`src/rtl/exe_muldiv_seq.sv`:
```
// exe_muldiv_seq
//   Multi-cycle multiply/divide sequencer that sits beside the execute stage.
//   Execute hands over one op, the pipeline is held through stall_o while a
//   one-bit-per-cycle shift-add multiplier or restoring divider runs. The
//   result is then presented for a single cycle (done_o) so execute can
//   capture it.
//
//   Optional feature macro: BEXKAT_MULDIV_SIGNED_EN
//     defined     : op_i[2]=1 selects two's-complement operation.
//     not defined : op_i[2] is ignored and every op is unsigned.
//
// Ports
//   clk_i        clock
//   rst_i        asynchronous, active-high reset
//   start_i      op request, sampled only in IDLE
//   op_i[2:0]    [1:0] 00=MUL 01=DIV 10=MOD 11=reserved, [2]=signed
//   a_i, b_i     operands (multiplicand/dividend, multiplier/divisor)
//   flush_i      abort any in-flight op, highest priority
//   stall_o      pipeline hold request
//   busy_o       sequencer not in IDLE
//   done_o       one-cycle pulse, result_o valid
//   result_o     result, held until a new result is written
//   divz_o       divide-by-zero flag, valid with done_o
//   dbg_state_o  current FSM state (debug/observability)
//
// Handshake: an op is accepted on a rising edge where the FSM is IDLE,
// start_i=1 and flush_i=0. Nothing is queued: start_i outside IDLE is
// dropped. done_o is asserted for exactly one cycle per completed op and
// never for a flushed one.
//
// Short ops (reserved opcode, divide by zero) still pass through BUSY for one
// cycle, so their done_o arrives two cycles after acceptance.

module exe_muldiv_seq #(
  parameter int WIDTH = 32
) (
  input  logic             clk_i,
  input  logic             rst_i,
  input  logic             start_i,
  input  logic [2:0]       op_i,
  input  logic [WIDTH-1:0] a_i,
  input  logic [WIDTH-1:0] b_i,
  input  logic             flush_i,
  output logic             stall_o,
  output logic             busy_o,
  output logic             done_o,
  output logic [WIDTH-1:0] result_o,
  output logic             divz_o,
  output logic [1:0]       dbg_state_o
);

  localparam int CW = (WIDTH > 1) ? $clog2(WIDTH) : 1;
  localparam logic [CW-1:0] LAST_CNT = CW'(WIDTH - 1);

  localparam logic [1:0] ST_IDLE = 2'd0;
  localparam logic [1:0] ST_BUSY = 2'd1;
  localparam logic [1:0] ST_DONE = 2'd2;

  localparam logic [1:0] OP_MUL = 2'b00;
  localparam logic [1:0] OP_DIV = 2'b01;
  localparam logic [1:0] OP_MOD = 2'b10;
  localparam logic [1:0] OP_RSV = 2'b11;

  logic [1:0]       state_q,  state_d;
  logic [CW-1:0]    cnt_q,    cnt_d;
  logic [1:0]       op_q,     op_d;
  logic             short_q,  short_d;
  // MUL: acc=partial product, opa=shifted multiplicand, opb=shifted multiplier
  // DIV/MOD: acc=partial remainder, opa=dividend shifting into quotient, opb=divisor
  logic [WIDTH-1:0] acc_q,    acc_d;
  logic [WIDTH-1:0] opa_q,    opa_d;
  logic [WIDTH-1:0] opb_q,    opb_d;
  logic [WIDTH-1:0] result_q, result_d;
  logic             divz_q,   divz_d;
`ifdef BEXKAT_MULDIV_SIGNED_EN
  logic             neg_q,    neg_d;
`else
  logic             unused_sign;
  assign unused_sign = op_i[2];
`endif

  // One multiply iteration
  logic [WIDTH-1:0] mul_acc, mul_opa, mul_opb;
  assign mul_acc = opb_q[0] ? (acc_q + opa_q) : acc_q;
  assign mul_opa = opa_q << 1;
  assign mul_opb = opb_q >> 1;

  // One restoring-divide iteration: bring the next dividend bit into the
  // remainder and subtract the divisor if it fits.
  logic [WIDTH:0]   div_shift, div_diff;
  logic [WIDTH-1:0] div_acc, div_opa;
  assign div_shift = {acc_q, opa_q[WIDTH-1]};
  assign div_diff  = div_shift - {1'b0, opb_q};
  assign div_acc   = div_diff[WIDTH] ? div_shift[WIDTH-1:0] : div_diff[WIDTH-1:0];
  assign div_opa   = {opa_q[WIDTH-2:0], ~div_diff[WIDTH]};

  // Operand magnitudes and result sign captured at acceptance
  logic [WIDTH-1:0] a_mag, b_mag;
  logic             neg_in;
  always_comb begin
    a_mag  = a_i;
    b_mag  = b_i;
    neg_in = 1'b0;
`ifdef BEXKAT_MULDIV_SIGNED_EN
    if (op_i[2]) begin
      a_mag  = a_i[WIDTH-1] ? (~a_i + 1'b1) : a_i;
      b_mag  = b_i[WIDTH-1] ? (~b_i + 1'b1) : b_i;
      // remainder follows the dividend's sign, product/quotient the xor
      neg_in = (op_i[1:0] == OP_MOD) ? a_i[WIDTH-1] : (a_i[WIDTH-1] ^ b_i[WIDTH-1]);
    end
`endif
  end

  // Final value selected on the last iteration
  logic [WIDTH-1:0] final_mag, final_res;
  always_comb begin
    case (op_q)
      OP_MUL:  final_mag = mul_acc;
      OP_DIV:  final_mag = div_opa;
      default: final_mag = div_acc;
    endcase
    final_res = final_mag;
`ifdef BEXKAT_MULDIV_SIGNED_EN
    if (neg_q) final_res = ~final_mag + 1'b1;
`endif
  end

  always_comb begin
    state_d  = state_q;
    cnt_d    = cnt_q;
    op_d     = op_q;
    short_d  = short_q;
    acc_d    = acc_q;
    opa_d    = opa_q;
    opb_d    = opb_q;
    result_d = result_q;
    divz_d   = divz_q;
`ifdef BEXKAT_MULDIV_SIGNED_EN
    neg_d    = neg_q;
`endif
    case (state_q)
      ST_IDLE: begin
        if (start_i) begin
          state_d = ST_BUSY;
          cnt_d   = '0;
          op_d    = op_i[1:0];
          short_d = 1'b0;
          divz_d  = 1'b0;
          acc_d   = '0;
          opa_d   = a_mag;
          opb_d   = b_mag;
`ifdef BEXKAT_MULDIV_SIGNED_EN
          neg_d   = neg_in;
`endif
          if (op_i[1:0] == OP_RSV) begin
            short_d = 1'b1;
            acc_d   = '0;
          end else if ((op_i[1:0] != OP_MUL) && (b_i == '0)) begin
            // divide by zero: result is preloaded into acc, raw a_i for MOD
            short_d = 1'b1;
            divz_d  = 1'b1;
            acc_d   = (op_i[1:0] == OP_DIV) ? '1 : a_i;
          end
        end
      end
      ST_BUSY: begin
        if (short_q) begin
          result_d = acc_q;
          state_d  = ST_DONE;
        end else begin
          cnt_d = cnt_q + CW'(1);
          if (op_q == OP_MUL) begin
            acc_d = mul_acc;
            opa_d = mul_opa;
            opb_d = mul_opb;
          end else begin
            acc_d = div_acc;
            opa_d = div_opa;
          end
          if (cnt_q == LAST_CNT) begin
            result_d = final_res;
            state_d  = ST_DONE;
          end
        end
      end
      ST_DONE: state_d = ST_IDLE;
      default: state_d = ST_IDLE;
    endcase
    // flush overrides everything: back to IDLE, keep the old result
    if (flush_i) begin
      state_d  = ST_IDLE;
      result_d = result_q;
      divz_d   = 1'b0;
    end
  end

  always_ff @(posedge clk_i or posedge rst_i) begin
    if (rst_i) begin
      state_q  <= ST_IDLE;
      cnt_q    <= '0;
      op_q     <= OP_MUL;
      short_q  <= 1'b0;
      acc_q    <= '0;
      opa_q    <= '0;
      opb_q    <= '0;
      result_q <= '0;
      divz_q   <= 1'b0;
`ifdef BEXKAT_MULDIV_SIGNED_EN
      neg_q    <= 1'b0;
`endif
    end else begin
      state_q  <= state_d;
      cnt_q    <= cnt_d;
      op_q     <= op_d;
      short_q  <= short_d;
      acc_q    <= acc_d;
      opa_q    <= opa_d;
      opb_q    <= opb_d;
      result_q <= result_d;
      divz_q   <= divz_d;
`ifdef BEXKAT_MULDIV_SIGNED_EN
      neg_q    <= neg_d;
`endif
    end
  end

  assign stall_o     = ((state_q == ST_IDLE) && start_i) || (state_q == ST_BUSY);
  assign busy_o      = (state_q != ST_IDLE);
  assign done_o      = (state_q == ST_DONE);
  assign result_o    = result_q;
  assign divz_o      = divz_q;
  assign dbg_state_o = state_q;

endmodule

```
`config.mk`:
```
export PLATFORM = sky130hd
export DESIGN_NAME = exe_muldiv_seq
export DESIGN_NICKNAME = d
export VERILOG_FILES = /design/src/rtl/exe_muldiv_seq.sv
export SDC_FILE = /design/constraint.sdc
export NUM_CORES = 1
export LEC_CHECK = 0
export CAP_MARGIN = 20
export CORE_UTILIZATION = 65
export CTS_BUF_LIST = sky130_fd_sc_hd__clkbuf_8
export DETAILED_ROUTE_END_ITERATION = 10
export GPL_TIMING_DRIVEN = 0
export PLACE_DENSITY_LB_ADDON = 0.08
export SYNTH_ARGS = -nofsm -noshare
export SYNTH_HDL_FRONTEND = slang
export SYNTH_SLANG_ARGS = --single-unit
```
`constraint.sdc`:
```
create_clock -name clk_i -period 8.1 [get_ports clk_i]
set_clock_uncertainty 0.2 [all_clocks]
set_input_delay 1.215 -clock clk_i [delete_from_list [all_inputs] [get_ports clk_i]]
set_output_delay 1.215 -clock clk_i [all_outputs]
set_load 0.02 [all_outputs]
```
Word level (Yosys, flattened, before mapping)
Cells that the tools add are included.

word-level totals
  output and inout port bits = 38
  register bits after elaboration = 139
  word-level logic and storage cells = 77

operators by class
  reduce and logical (&&, ||, !) cells = 18
  bitwise gates (word level) = 2
  mux-type cells = 34
  add/subtract/negate cells = 3
  eq/ne operators = 11

operators with widths
  cell                                                             number
  32-bit 2-to-1 mux                                                15
  32-bit one-hot mux with 2 select lines                           4
  33-bit by 32-bit subtractor with 33-bit output                   1
  32-bit adder                                                     1
  32-bit logical NOT                                               1
  2-bit nonzero test                                               6
  5-bit 2-to-1 mux                                                 2
  5-bit one-hot mux with 2 select lines                            1
  2-bit 2-to-1 mux                                                 4
  1-bit 2-to-1 mux                                                 7
  2-bit by 1-bit == test with 1-bit output, second input constant  3
  2-bit != test, second input constant                             3
  2-bit AND reduction                                              3
  3-bit AND reduction                                              2
  5-bit by 1-bit adder with 5-bit output, second input constant    1
  5-bit == test, second input constant                             1
  2-bit == test, second input constant                             2
  2-bit logical NOT                                                2
  4-bit != test, second input constant                             1
  2-bit one-hot mux with 2 select lines                            1
  4-bit AND reduction                                              1
  3-bit != test, second input constant                             1
  1-bit logical AND                                                2
  1-bit inverter                                                   2
  1-bit logical OR                                                 1

Depth between registers and ports, before layout
  word-level depth = 7
  mapped depth = 15
  depth with buffers taken out = 13

Worst setup path after synthesis
Ideal clock, no wire load.

  path kind = register -> output
  start = register state_q[1] (netlist: dbg_state_o[1])
  end = output port stall_o
  buffers on the path = 4
  data required time = 6.685 ns
  path slack = 4.821 ns
  arrival = 1.864 ns
  stages on the path, launching flop included = 7
  path through = dfrtp_1 nand2b_1 clkbuf_1 clkbuf_1 clkbuf_1 buf_1 nand2_1

between the ends
  longest elaborated chain between the ends = 3
  elaborated cells between the ends (all ways) = 4
  classes of those cells = eq/ne (1); reduce/logical (3)

RTL lines
  what                      RTL line  source
  start: declaration        64        logic [1:0] state_q, state_d;
  start signal: assignment  212       state_q <= state_d;
  2-bit logical NOT         227       assign stall_o = ((state_q == ST_IDLE) && start_i) || (state_q == ST_BUSY);
  1-bit logical AND         227
  1-bit logical OR *        227
  end: declaration          44        output logic stall_o,

Every way passes the cells marked *; elsewhere a longest branch is shown, timed or not.

Worst setup path in the final report
Ends and elaborated chain as after synthesis.

==> results.toml <==
[cells_and_area]
final_common_cell = "nand2_1"
drive_gt1_share_pct = 4.96
final_cell_mix = "196 x nand2_1, 144 x nor2_1, 142 x o21ai_0, 139 x dfrtp_1, 129 x a21oi_1"
antennaDiodeCount = 0
syn2layout_area_growth_pct = 14.9
nets = 1759

[timing]
hold_viol_final = 0
tightest_slew_ns = 1.12
slew_headroom_pct = 25.4
period_minus_slack_ns = 5.14
slew_viol_final = 0
rsz0062_at_grt = "false"
setup_viol = 0
fin_tns_setup_ns = 0
post-route-period-util_pct = 63.4
whs_ns = 0.302
clock.fmax_mhz = 195

[logic_synthesis]
synth_ff_type = "dfrtp_1"
synthArstFlopShare_pct = 100
synth_area_mm2 = 0.0116
synthDistinctLibCells = 81
ys_ff_latch = 139
syn_nets = 1630
synth_edf_count = 0
ys.warnings.count = 0
synth_area_per_cell_um2 = 7.80
ys_seq_area_share_pct = 29.9
synthCells = 1492

[die]
fp.dieW_um = 136
die_y_um = 136
dieArea_mm2 = 0.0184
ios = 109
initial_core_util_pct = 66.8
core_area_mm2 = 0.0174
rows = 48

[route]
vias = 13200
routed_via_density = 7.12
drc_errors = 0
wire_per_inst_um = 24.7
ant_nets = 0
drt-total-wl_um = 45900
dr.pass1.iters = 11
drt_iter0_markers = 2355

[placed_design]
io_buffer_count = 107
dp_hpwl_um = 33800
gp_congestion = 1.07

[power]
ir_drop_uv = 249
combPwrFrac_pct = 68.2
sw_frac_of_total_pct = 53.6
seqPwrFrac_pct = 22.6
power_switching_mw = 3.12
pwr-share-clk_pct = 9.1
cell_internal_pwr_mw = 2.70
p_leak_nw = 5.75
powerDensity_mw_per_mm2 = 435

[clock_tree]
cts_tree = "built"
clockBufferDepth = 2
cts_hold_buf = 0
cts-resized-gates = 0
cts_setup_buffers = 0
cts_root_buf = "clkbuf_8"
clock_latency_ns = 0.49
path_clk_slew_ns = 0.08
cts_htree_levels = 4
cts_num_sinks = 139
cts_buffers = 17

[run_status]
status = "completed"

[grt]
grtUsageTotal_pct = 50.7
antenna_found_initial = 1
overflow = 0
first_global_vias = 12100
grt_max_degree = 79
grt_pass1_wl_um = 69000

[critical_path]
critPathRequiredTime_ns = 6.68
crit_path_max_fanout = 10
crit_type = "flop to output pin"
arrival_ns = 3.72
end_kind = "output pin"
cp-start-kind = "flop"

[run]
cap_violations = 0

[hold_path]
hp-class = "flop to flop"
[path summary, 6_finish.rpt]
path                           startpoint     endpoint  slack [ns]  cells after the start
max                        dbg_state_o[1]      stall_o        2.96                      7
min                           result_o[5]  result_o[5]        0.30                      2
max reg2reg                     acc_q[11]  result_o[7]        3.99                     12
min reg2reg                   result_o[5]  result_o[5]        0.30                      2
max in group asynchronous           rst_i    acc_q[30]        5.84                      3
min in group asynchronous           rst_i     acc_q[7]        1.04                      2
[per-stage QoR]
step | power [mW] | area [µm²] | util (%) | setup WS [ns] | cells
floorplan | 3.86 | 11600 | - | 2.96 | 1492
global placement | 4.93 | 13000 | 74.6 | 0.937 | 1824
detailed placement | 5.03 | 13000 | 74.8 | 3.62 | 1827
CTS | 5.58 | 13400 | 76.8 | 3.22 | 1857
global route | 6.08 | 13400 | 76.8 | 3.00 | 1857
finish | 5.82 | 13400 | 76.8 | 2.96 | 1857
[metal layers]
layer,vias up,global-route usage [%],part of all wire [%]
met3,299,21.9,17
met4,2,26.6,6.6
li1,5672,-,-
met1,6060,64.5,36
met2,1184,72.5,41
met5,-,0,0.028
[critical path, cell delays in order, from the launching register on]
cell and delay (ns):
dfrtp_1 0.49, nand2b_1 0.14, clkbuf_1 0.27, clkbuf_1 0.57, clkbuf_1 0.58, buf_1 0.52, nand2_1 0.11, clkdlybuf4s50_1 0.55
[power groups by stage]
stage	clock, mW	combinational (mW)	sequential (mW)
6_report	0.531	3.97	1.32
5_1_grt	0.546	4.22	1.31
4_1_cts	0.516	3.80	1.27
3_5_place_dp	0	3.75	1.28
3_3_place_gp	0	3.66	1.27
2_1_floorplan	0	2.63	1.22
[Yosys cell counts, types with 12 or more instances]
master	instances	area share, %
a21oi_1	129	5.5
nand4_1	12	0.65
ha_1	65	7.0
nor3_1	17	0.73
nor2b_1	16	0.86
or3_1	19	1.0
o211ai_1	18	1.2
o21ai_1	12	0.52
nand2_1	196	6.3
a31oi_1	43	2.3
mux2i_1	64	5.5
xor2_1	17	1.3
a21o_1	23	1.5
clkbuf_1	72	2.3
dfrtp_1	139	30
o21ai_0	142	6.1
inv_1	61	2.0
nor2_1	144	4.6
a211oi_1	17	1.1
nand3_1	27	1.2
o21a_1	12	0.77
xnor2_1	34	2.6
[state kept, by name, summed over array words and instances (netlist names)]
register	count
short_q	1
opb_q	32
acc_q	32
divz_o	1
dbg_state_o	2
op_q	2
result_o	32
opa_q	32
cnt_q	5
[final cells by class]
class | instances | area (µm²)
Multi-Input combinational cell | 1196 | 7530
Fill cell | 1296 | 4050
Sequential cell | 139 | 3480
Timing Repair Buffer | 110 | 1110
Buffer | 95 | 395
Tap cell | 225 | 282
Clock buffer | 18 | 248
Inverter | 62 | 238
Clock inverter | 12 | 86.3
[logic make-up after synthesis]
family | synth area share [%]
adder cells (fa/ha/maj) | 7.33
AND/OR/NAND/NOR | 19.3
flip-flops | 29.9
XOR/XNOR | 3.98
multiplexers | 6.47
AO/OA/AOI/OAI | 27.6
buffers and inverters | 5.40
Note: power is estimated with default switching activity, not from simulation.
